===== src/rtl/fbcd_fbin_conv.sv =====
// rtl/fbcd_fbin_conv.sv - fractional BCD digit to truncated binary fraction, 1-cycle latency
module fbcd_fbin_conv #(
  parameter int FRAC_BITS = 4
) (
  input  logic                 clk,
  input  logic                 rst_n,
  input  logic                 in_valid,
  input  logic [3:0]           bcd_in,
  output logic                 out_valid,
  output logic [FRAC_BITS-1:0] bin_out,
  output logic                 inexact,
  output logic                 err
);

  logic                 w_err;
  logic                 w_inexact;
  logic [FRAC_BITS-1:0] w_bin;
  logic [4:0]           w_rem;

  // Unrolled long division of 0.d by doubling: each round emits one fraction bit, MSB first.
  // The remainder stays below 10 for legal digits, so 2r never exceeds 18 and fits in 5 bits.
  always_comb begin
    w_err     = (bcd_in > 4'd9);
    w_bin     = '0;
    w_inexact = 1'b0;
    w_rem     = {1'b0, bcd_in};
    for (int i = FRAC_BITS - 1; i >= 0; i--) begin
      w_rem = w_rem << 1;
      if (w_rem >= 5'd10) begin
        w_bin[i] = 1'b1;
        w_rem    = w_rem - 5'd10;
      end
    end
    if (w_err) begin
      w_bin     = '1;
      w_inexact = 1'b0;
    end else begin
      w_inexact = (w_rem != 5'd0);
    end
  end

  // Result registers: out_valid tracks in_valid; data fields only update on accepted inputs.
  always_ff @(posedge clk or negedge rst_n) begin
    if (!rst_n) begin
      out_valid <= 1'b0;
      bin_out   <= '0;
      inexact   <= 1'b0;
      err       <= 1'b0;
    end else begin
      out_valid <= in_valid;
      if (in_valid) begin
        bin_out <= w_bin;
        inexact <= w_inexact;
        err     <= w_err;
      end
    end
  end

endmodule


===== config.mk =====
export PLATFORM = sky130hd
export DESIGN_NAME = fbcd_fbin_conv
export DESIGN_NICKNAME = d
export VERILOG_FILES = /design/src/rtl/fbcd_fbin_conv.sv
export SDC_FILE = /design/constraint.sdc
export NUM_CORES = 1
export LEC_CHECK = 0
export ABC_AREA = 0
export CAP_MARGIN = 20
export CORE_AREA = 2 2 39 41
export DETAILED_ROUTE_END_ITERATION = 8
export DIE_AREA = 0 0 41 43
export SETUP_SLACK_MARGIN = 0.4
export SLEW_MARGIN = 0
export SYNTH_ARGS = -nofsm -noshare
export SYNTH_HDL_FRONTEND = slang
export SYNTH_SLANG_ARGS = --single-unit

===== constraint.sdc =====
create_clock -name clk -period 1.8 [get_ports clk]
set_input_delay 0.36 -clock clk [delete_from_list [all_inputs] [get_ports clk]]
set_output_delay 0.36 -clock clk [all_outputs]
set_load 0.005 [all_outputs]

==> run metrics, run 1 <==
Core Region 1380 um2; vias in the first global route 518; startpoint types primary input; I/O pins 14; clock latency at the later pin of the worst-skew pair 0.25 ns; Max-cap violations 0; DP Wirelength 945 um; Gate power share 32.8%; largest net degree at the start of global routing 10; Clock power frac 30.1%; Final Max Tran Viols 0; Die Y 43 um; CP Max Fanout 4; cts hold-fix bufs 0; Initial Utilization 34.6%; Finish-stage setup viols 0; RSZ-0062 raised after global routing true; WP data required 1.96 ns; Hold Path Class in2async; Die ar. 1760 um2; Post-DRT Antenna Nets 0; Area growth, synth to finish 67.4%; Syn Inst Count 53; post-place setup slack -0.339 ns; drt drc 0; root buf cell clkbuf_4; Fin. Hold Viols 0; synthesized area per cell 9.04 um2; worst relative slew slack 77.0%; switch share 29.2%; Critical Path, Cell by Cell buf_6, buf_6, inv_12, ha_4, or3b_4, o211ai_1, a21oi_2, a221oi_2; DRT Pass-1 Iters 3; worst stage delay on the critical path 0.39 ns; global placer's final weighted congestion 0.760; CP max stage cell or3b_4; CTS Buf Count 3; Vias/cell 4.91; Critical Path Most Common Cell buf_6; CTS tree built; number of enable flip-flop cells after synthesis 0; Max IR drop VDD 0.430 mV; Post-Syn Area 479 um2; Pleak 0.000361 uW; Vias 481; WL per Instance 13.3 um; critical path class in2reg; Initial DRC Count 4; status finished clean; asr flop ratio synth 100%; total clock sinks 7; measured slew at the worst slew-check pin 0.343 ns; first-pass GRT wire length 2100 um; share of layout cells above drive strength 1 41.5%; Synth Register Bits 7; Data arrival, critical path 1.60 ns; Ys Warns 0; Global Route Usage Sum 17.8%; Critical R2R Launch bin_out[2]; Syn Nets 62; Max clock buf depth 2; drt total wl 1300 um; final setup margin 0.365 ns; Clock transition at path regs 0.06 ns; setup tns final 0 ns; skew final 0 ns; initial antenna violation count 0; overall die width 41 um; count of different cell masters after synthesis 26; H-tree depth 1; Pwr Density 614 nW/um2; final critical-path share of the clock period 79.7%; gr ovfl total 0; PortBufs 13; Max Clk Rate 697 MHz; worst setup path start bcd_in[1]; row count 14; internal power 348 uW; Tmin final 1.44 ns; sequential share of the synthesized area 36.6%; ANT cells 0; Reg power frac 37.1%; Psw 144 uW; CP endpoint kind register; Top FF cell, synth dfrtp_1; Layout Nets 92; reg-to-reg setup timing slack 1.14 ns
## cell usage after synthesis, drive strengths merged, types with 2 or more instances
| cell | number | area share [%] |
|---|---|---|
| a211o | 2 | 3.7 |
| a21oi | 6 | 7.0 |
| a31oi | 2 | 2.6 |
| buf | 2 | 3.9 |
| clkbuf | 2 | 1.6 |
| dfrtp | 7 | 37 |
| ha | 2 | 5.2 |
| inv | 5 | 3.9 |
| nand2b | 2 | 2.6 |
| nor2 | 9 | 7.0 |
| o211ai | 2 | 4.2 |
## kinds of logic (layout without fill, tap and decap cells)
| logic type | after synthesis | after routing | synth area share, % |
|---|---|---|---|
| flops | 7 | 7 | 36.6 |
| buf+inv | 9 | 38 | 9.40 |
| fa+ha+maj | 2 | 2 | 5.22 |
| simple gates | 15 | 15 | 16.2 |
| compound gates | 19 | 19 | 30.5 |
| mux | 1 | 1 | 2.09 |
## worst max-delay path, delay by kind of cell
| kind | cells | cell delay, ns |
|---|---|---|
| and+or+nand+nor | 1 | 0.39 |
| buffers and inverters | 3 | 0.26 |
| adders and majority gates | 1 | 0.14 |
| AOI/OAI and AO/OA | 3 | 0.45 |
## layout by cell type (no fill, tap or decap), drive strengths merged, types with 4 or more instances in the layout
cell and n:
clkbuf 4, a21oi 6, inv 5, dlygate4sd2 8
buf 18, nor2 9, dfrtp 7
## area by class of cell
cell class / count / area, um2
Tap cell: 16 / 20.0
Clock buffer: 4 / 26.3
Timing Repair Buffer: 29 / 243
Fill cell: 129 / 582
Multi-Input combinational cell: 37 / 302
Sequential cell: 7 / 175
Inverter: 5 / 36.3
## flip-flops by register name, summed over array words and instances (netlist names)
name and cells:
err 1, bin_out 4, inexact 1, out_valid 1
## stage by stage
| step | area [um2] | utilization (%) | power [uW] | hold slack [ns] | instances |
|---|---|---|---|---|---|
| finish | 802 | 58.0 | 492 | 0.376 | 98 |
| global route | 802 | 58.0 | 525 | 0.401 | 98 |
| CTS | 782 | 56.5 | 494 | 0.379 | 98 |
| detailed placement | 738 | 53.3 | 350 | 0.492 | 92 |
| global placement | 738 | 53.3 | 346 | 0.485 | 92 |
| floorplan | 513 | - | 260 | 0.0644 | 53 |
## power by group through the flow
stage	Sequential [uW]	Combinational (uW)	Clock (uW)
after CTS	183	156	155
after floorplan	188	72.6	0
after detailed placement	187	162	0
after global routing	185	176	165
after global placement	186	160	0
final	182	161	148
## timing repair
action                     in CTS  in global routing
buffers inserted                2                  0
setup endpoints to repair      13                  4
resized for setup              20                  4
pin swaps                       5                  2
## final timing paths
kind	to	depth (start not counted)
setup / recovery	bin_out[0]	8
hold / removal	inexact	1
setup reg to reg	bin_out[2]	2
hold reg to reg	bin_out[1]	2
max in group asynchronous	err	1
min in group clk	bin_out[1]	2
## per-layer routing
metal	GRT usage, %	wire, um	up-vias
met1	21.1	581	229
met3	2.09	26	2
met4	8.00	14	0
met2	30.0	676	6
li1	-	-	244
met5	0	0	-
No activity file was read; power rests on OpenSTA's default activity.
==> inputs of run 2 (changes only) <==
--- a/config.mk
+++ b/config.mk
@@ -10,6 +10,7 @@
 export CORE_AREA = 2 2 39 41
 export DETAILED_ROUTE_END_ITERATION = 8
 export DIE_AREA = 0 0 41 43
+export PLACE_DENSITY = 0.66
 export SETUP_SLACK_MARGIN = 0.4
 export SLEW_MARGIN = 0
 export SYNTH_ARGS = -nofsm -noshare
==> constraint.sdc (replaced) <==
create_clock -name clk -period 1.3 [get_ports clk]
set_input_delay 0.26 -clock clk [delete_from_list [all_inputs] [get_ports clk]]
set_output_delay 0.26 -clock clk [all_outputs]
set_load 0.005 [all_outputs]
==> run 2 against run 1 <==
Clock skew unchanged; worst setup slack worse by 0.41 ns; critical path depth unchanged; global-route usage about the same; sequential cell count unchanged; largest cell class unchanged; count of clock-buffer cells in the layout unchanged; the run now ends with setup timing left.
==> run metrics, run 2 (same netlist as run 1, synthesis figures left out) <==
max reg flops 4 (unchanged); startpoint types primary input; critical path class in2reg; Placed Area 768 um2 (+4.1%); I/O pins 14 (unchanged); CTS tree built; Max clock buf depth 2 (unchanged); Initial Utilization 34.6% (unchanged); Vias/cell 4.86 (-1.1%); clock latency at the later pin of the worst-skew pair 0.24 ns (about the same); WP data required 1.45 ns (-0.51 ns); Fillers 128 (-0.78%); row count 14 (unchanged); Global Route Usage Sum 17.8% (-0.047 points); vias in the first global route 519 (+0.19%); measured slew at the worst slew-check pin 0.296 ns (-0.0471 ns); Die Y 43 um (unchanged); Top reg by flops bin_out; DRT Pass-1 Iters 4 (+1); Critical Path, Cell by Cell buf_6, buf_6, inv_12, ha_4, or3b_4, o211ai_1, a21oi_2, a221oi_2; Clock transition at path regs 0.05 ns (about the same); global placer's final weighted congestion 0.799 (+5.2%); Critical Path Most Common Cell buf_6; Tmin final 1.34 ns; RSZ-0062 raised after global routing true; Final Util 62.6% (+4.6 points); root buf cell clkbuf_4; H-tree depth 1 (unchanged); worst stage delay on the critical path 0.38 ns (about the same); drt total wl 1300 um (about the same); commonest non-fill, non-tap cell in the layout buf_4; failing checks setup timing; placed cell count 96 (+4.3%); final critical-path share of the clock period 103%; Final Max Tran Viols 0 (unchanged); skew final 0 ns (unchanged); Data arrival, critical path 1.50 ns (-0.10 ns); CP Max Fanout 3 (-1); Post-DRT Antenna Nets 0 (unchanged); initial antenna violation count 0 (unchanged); Core Region 1380 um2 (unchanged); WL per Instance 12.5 um (-5.8%); CP endpoint kind register; Area growth, synth to finish 80.7%; Max Clk Rate 745 MHz; CTS Buf Count 3 (unchanged); Max IR drop VDD 0.567 mV (+32%); drt drc 0 (unchanged); share of layout cells above drive strength 1 56.8% (+15 points); largest net degree at the start of global routing 8 (-2); DP Wirelength 907 um (-4.1%); Pwr Density 808 nW/um2 (+32%); final setup margin -0.0432 ns (-0.408 ns); PortBufs 13 (unchanged); status complete, but fails checks; Finish-stage setup viols 1 (+1); Vias 505 (+5.0%); Die ar. 1760 um2 (unchanged); gr ovfl total 0 (unchanged); worst relative slew slack 80.2% (+3.2 points); Initial DRC Count 9 (+5); CP max stage cell or3b_4; most frequent cells in the layout buf_4 (18), nor2_1 (9), dfrtp_1 (7), buf_2 (7), buf_6 (5); Non-Filler Instances 104 (+6.1%); Tot Pwr 700 uW (+42%); Pleak 0.000385 uW (+6.6%); Max-cap violations 0 (unchanged); Layout Nets 98 (+6.5%); final instance area 866 um2 (+8.0%); Fin. Hold Viols 0 (unchanged); total clock sinks 7 (unchanged); overall die width 41 um (unchanged); post-place setup slack -0.718 ns (-0.380 ns); ANT cells 0 (unchanged); Hold Path Class in2async; first-pass GRT wire length 2160 um (+3.0%)
[run 2: changes by cell type in the layout (fill, tap and decap cells not counted), moves of 2 or more]
cell           change
dlygate4sd2_1      -6
buf_4              +3
buf_2              +6
a31oi_4            +2
buf_6              +3
[run 2: layout make-up]
class,count,area [um2],area share [%]
clock buffers,4,26.3,3.03
inverters,5,36.3,4.19
well taps,16,20.0,2.31
multi-input cells,37,337,38.9
repair buffers,35,272,31.4
flip-flops and latches,7,175,20.2
[run 2: critical path: cells and delay by family]
family | cells | cell delay (ns)
AOI/OAI and AO/OA | 3 | 0.47
adders and majority gates | 1 | 0.12
buffers and inverters | 3 | 0.26
and+or+nand+nor | 1 | 0.38
[run 2: layer usage]
metal,wire length (um),track usage [%],vias to the layer above
li1,-,-,258
met1,503,20.0,234
met2,740,31.3,13
met3,54,1.57,0
met4,0,8.00,0
met5,0,0,-
[run 2: final timing paths]
check,from,to,slack [ns],cells past startpoint
hold / removal,rst_n,bin_out[2],0.26,1
min in group clk,err,err,0.50,2
setup reg to reg,bin_out[1],bin_out[1],0.56,3
setup / recovery,bcd_in[1],bin_out[0],-0.04,8
max in group asynchronous,rst_n,out_valid,0.81,1
hold reg to reg,err,err,0.50,2
[run 2: per-stage QoR]
step | hold slack, ns | TNS, ns
floorplan | -0.0356 | -0.0919
global placement | 0.491 | -3.72
detailed placement | 0.482 | -3.71
CTS | 0.266 | -0.0247
global route | 0.290 | -0.171
finish | 0.263 | -0.0432
[run 2: where the power goes]
part | total, uW | internal [uW] | switching, uW
combinational | 253 | 140 | 113
sequential | 254 | 242 | 11.2
clock | 193 | 117 | 75.9
[run 2: what timing repair did]
item                                    in CTS  in global routing
pin swaps                                   10                  5
hold buffers                                 0                  0
cloned                                       0                  0
resized for setup                           49                  5
endpoints found under the setup margin      13                 13
setup buffers                                3                  1
==> variant 1 (config.mk and constraints of run 2) <==
Reset style: synchronous (`rst_n`), changed in one clocked block.
--- a/src/rtl/fbcd_fbin_conv.sv
+++ b/src/rtl/fbcd_fbin_conv.sv
@@ -40,7 +40,7 @@
   end
 
   // Result registers: out_valid tracks in_valid; data fields only update on accepted inputs.
-  always_ff @(posedge clk or negedge rst_n) begin
+  always_ff @(posedge clk) begin
     if (!rst_n) begin
       out_valid <= 1'b0;
       bin_out   <= '0;
Formal check against the unedited RTL: differs if rst_n is asserted again (counterexample within 4 cycles, from zero or initial values and one cycle with rst_n low); with rst_n held inactive, the same outputs for 10 cycles.
==> variant 1 against run 2 <==
Non-clock buffer count decreased by 5; synthesized area decreased by 5.2%; routed wire length decreased by 9.6%; die area unchanged; utilization decreased by 2.6 points; highest routed layer is now met4; critical endpoint is now inexact$_SDFFE_PN0P_; sequential power decreased by 5%; first-iteration DRC count decreased by 22%; global-route usage decreased by 1.5 points; hold slack improved by 0.21 ns; final area decreased by 4.2%; power decreased by 3.4%; sequential cell count unchanged; synthesized cell count decreased by 3.8%; setup slack improved by 0.17 ns.
==> variant 1: results (changes against run 2) <==
| Metric | Value |
|---|---|
| WP data arrival | 1.32 ns (-0.18 ns) |
| CP Max Fanout | 5 (+2) |
| Largest net degree at the start of global routing | 10 (+2) |
| Initial antenna violation count | 0 (unchanged) |
| Sequential area share after synthesis | 30.9% (-5.7 points) |
| Post-route DRC | 0 (unchanged) |
| Port Buf Inserts | 13 (unchanged) |
| Routability cong. | 0.790 (-1.1%) |
| Internal Dissipation | 0.480 mW (-3.8%) |
| Status | complete, no violations |
| Syn Nets | 60 (-3.2%) |
| All-Layer GR Usage | 16.3% (-1.5 points) |
| Post-DP Area | 704 µm² (-8.3%) |
| Wirelength per Cell | 12.0 µm (-4.1%) |
| Post-synth ARST share | 0% (-100 points) |
| Synth top cells by count | 7 x dfxtp_1, 5 x a21oi_1, 4 x nor2_1, 4 x o21ai_0, 3 x inv_1 |
| Clk slew on worst S/H paths | 0.06 ns |
| Layout cells sized above 1 | 59.8% (+2.9 points) |
| Via density | 5.10 (+5.1%) |
| Distinct cells, synth | 31 (+19%) |
| Clk_skew | 0 ns (unchanged) |
| First-pass GRT wire length | 1.94 mm (-10%) |
| VDD IR max | 0.000561 V (-1.1%) |
| DR iter-0 viols | 7 (-2) |
| Worst Max-Slew Pin Slew | 0.266 ns (-0.0306 ns) |
| Clock latency on the worst-skew pair | 0.26 ns (+0.02 ns) |
| Fill count | 131 (+2.3%) |
| Dpl hpwl | 817 µm (-9.9%) |
| Synth top area cells | dfxtp_1 31%, a2111oi_4 6.1%, a21oi_1 5.5%, ha_1 5.5%, o21ai_0 4.4% |
| Worst Hold Class | reg2reg |
| Leak pwr | 0.344 nW (-11%) |
| Net count, final | 92 (-6.1%) |
| Vias in the first global route | 478 (-7.9%) |
-- variant 1: cell types whose count changed after synthesis, sizes merged, moves of 2 or more --
cell,before,now
dfrtp,7,0
o21ai,1,4
inv,5,3
nor2,9,4
dfxtp,0,7
-- variant 1: final timing paths --
kind                             endpoint  cells past startpoint                    start  slack (ns)
hold reg to reg   bin_out[3]$_SDFFE_PN0P_                      1  bin_out[3]$_SDFFE_PN0P_        0.47
setup reg to reg     inexact$_SDFFE_PN0P_                      3     inexact$_SDFFE_PN0P_        0.51
hold / removal    bin_out[3]$_SDFFE_PN0P_                      1  bin_out[3]$_SDFFE_PN0P_        0.47
setup / recovery     inexact$_SDFFE_PN0P_                      7                bcd_in[1]        0.13
-- variant 1: critical path, cell delays in order --
cell and delay, ns:
buf_8 0.08, clkinvlp_4 0.12, ha_4 0.32, nand4b_1 0.14, buf_4 0.16, a31oi_1 0.16, a21oi_1 0.08
-- variant 1: metal layers --
metal | part of all wire, % | global-route usage [%]
met3 | 3.8 | 6.28
met1 | 44 | 21.0
met4 | 1.0 | 4.00
met5 | 0 | 0
met2 | 51 | 24.7
-- variant 1: through the flow --
step | std cells | setup TNS, ns | worst slack [ns]
after floorplan | 51 | -0.0317 | -0.0230
after global placement | 87 | -3.50 | -0.635
after global routing | 98 | 0 | 0.0638
after CTS | 98 | 0 | 0.0877
final | 98 | 0 | 0.128
after detailed placement | 87 | -3.52 | -0.646
-- variant 1: cells by family (layout without fill, tap and decap cells) --
family,after synthesis,in the layout,synth area share [%]
AOI/OAI and AO/OA,22,22,38.3
xor gates and xnor gates,1,1,1.93
muxes,1,1,2.48
adders and majority gates,2,2,5.51
buffers and inverters,6,37,6.06
DFF,7,7,30.9
and+or+nand+nor,12,12,14.9
-- variant 1: final cells by class --
type                            count  area (µm²)  share of cell area [%]
Multi-Input combinational cell     38         364                    43.9
Tap cell                           16        20.0                    2.41
Timing Repair Buffer               30         254                    30.6
Inverter                            3        18.8                    2.26
Sequential cell                     7         146                    17.6
Clock buffer                        4        26.3                    3.17
-- variant 1: power by group through the flow --
| stage | clock network, mW | logic, mW | registers (mW) |
|---|---|---|---|
| 2_1_floorplan | 0 | 0.0991 | 0.245 |
| 3_3_place_gp | 0 | 0.196 | 0.243 |
| 6_report | 0.209 | 0.226 | 0.242 |
| 5_1_grt | 0.226 | 0.244 | 0.244 |
| 3_5_place_dp | 0 | 0.198 | 0.243 |
| 4_1_cts | 0.213 | 0.216 | 0.241 |
-- variant 1: timing repair --
action	4_1_cts	5_1_grt
pin swaps	16	8
setup endpoints to repair	13	13
resized for setup	55	5
buffers inserted	6	0
hold endpoints to repair	0	0
gates cloned	1	0
hold buffers	0	0
==> variant 2 (flow settings as in run 2) <==
Without the edit above. `FRAC_BITS`: 4 -> 6.
--- a/src/rtl/fbcd_fbin_conv.sv
+++ b/src/rtl/fbcd_fbin_conv.sv
@@ -1,6 +1,6 @@
 // rtl/fbcd_fbin_conv.sv - fractional BCD digit to truncated binary fraction, 1-cycle latency
 module fbcd_fbin_conv #(
-  parameter int FRAC_BITS = 4
+  parameter int FRAC_BITS = 6
 ) (
   input  logic                 clk,
   input  logic                 rst_n,
Interface: changed (resized bin_out); port bits go from 14 to 16. No check against the original RTL was run, so the function may have changed too.
==> variant 2 against run 2 <==
The flow still finishes with violations (setup timing); routed wire length increased by 26%; utilization is 8.6 points higher; first-iteration DRC count unchanged; die area did not move; count of clock-buffer cells in the layout shrank 1; sequential cell count up 1; register-to-register slack worse by 0.17 ns; combinational power grew 26%; sequential power rose by 14%; final area increased by 14%; power increased by 14%; setup slack improved by 0.031 ns; clock skew is the same; synthesized area up 6.0%; critical path type unchanged; critical endpoint is now bin_out[2]$_DFFE_PN0P_; largest power group is now combinational logic.
==> variant 2: results (changes against run 2) <==
| Metric | Value |
|---|---|
| Clock buf count | 3 (-1) |
| Violated checks | setup timing |
| Met3 wire len | 74 µm (+37%) |
| Leak pwr | 0.436 nW (+13%) |
| Synth top cells by count | 8 x dfrtp_1, 5 x nor2_1, 4 x a21oi_1, 4 x inv_1, 3 x o21ai_0 |
| Setup Buffers After CTS | 7 (+4) |
| Via Count | 591 (+17%) |
| Via density | 5.37 (+11%) |
| DR top layer | met4 |
| #MultiIn Comb | 36 (-2.7%) |
| Largest net degree at the start of global routing | 10 (+2) |
| Fraction of area in multi-input gates | 34.8% (-4.1 points) |
| Vias in the first global route | 619 (+19%) |
| Placed Cells | 100 (+4.2%) |
| CP max-delay cell | a221o_1 |
| Met2 WL post-DR | 865 µm (+17%) |
| Max reg flops | 5 (+1) |
| Clk pwr share | 23.9% (-3.6 points) |
| FF+latch area | 200 µm² (+14%) |
| Final WS setup | -0.0119 ns (+0.0312 ns) |
| Final Setup Violations | 3 (+2) |
| Data buffer area share | 36.1% (+4.7 points) |
| Worst Max-Slew Pin Slew | 0.379 ns (+0.0829 ns) |
| Sequential area share after synthesis | 39.4% (+2.9 points) |
| CP peak stage delay | 0.36 ns (-0.02 ns) |
| Synth top area cells | dfrtp_1 39%, ha_1 4.9%, a21oi_1 3.9%, o311a_1 3.9%, nor2_1 3.7% |
| Switch Pwr | 0.235 mW (+17%) |
| Post-DP Area | 860 µm² (+12%) |
| Post-cts sizing count | 61 (+24%) |
| Routability cong. | 0.713 (-11%) |
| GRT met2 Usage | 36.3% (+5.0 points) |
| WP data arrival | 1.44 ns (-0.06 ns) |
| Number of sequential cells | 8 (+1) |
| All-Layer GR Usage | 23.0% (+5.3 points) |
| Status | finished, violations left |
| Syn Nets | 61 (-1.6%) |
| Fill count | 110 (-14%) |
| First-pass GRT wire length | 2.71 mm (+26%) |
variant 2: worst paths after layout:
check / slack, ns / start / endpoint / cells after the start
max: -0.01 / bcd_in[1] / bin_out[2]$_DFFE_PN0P_ / 9
min: 0.28 / rst_n / inexact$_DFFE_PN0P_ / 1
max reg2reg: 0.39 / bin_out[2]$_DFFE_PN0P_ / bin_out[2]$_DFFE_PN0P_ / 3
min reg2reg: 0.50 / bin_out[1]$_DFFE_PN0P_ / bin_out[1]$_DFFE_PN0P_ / 2
max in group asynchronous: 0.75 / rst_n / bin_out[5]$_DFFE_PN0P_ / 1
min in group clk: 0.46 / in_valid / out_valid$_DFF_PN0_ / 1
variant 2: kinds of logic (layout without fill, tap and decap cells):
family	count (synthesis)	count (layout)	share of synthesized area, %
AO/OA/AOI/OAI	23	23	33.5
AND/OR/NAND/NOR	10	10	12.1
flip-flops	8	8	39.4
buffers and inverters	8	50	8.13
adder cells (fa/ha/maj)	2	2	4.93
multiplexers	1	1	1.97
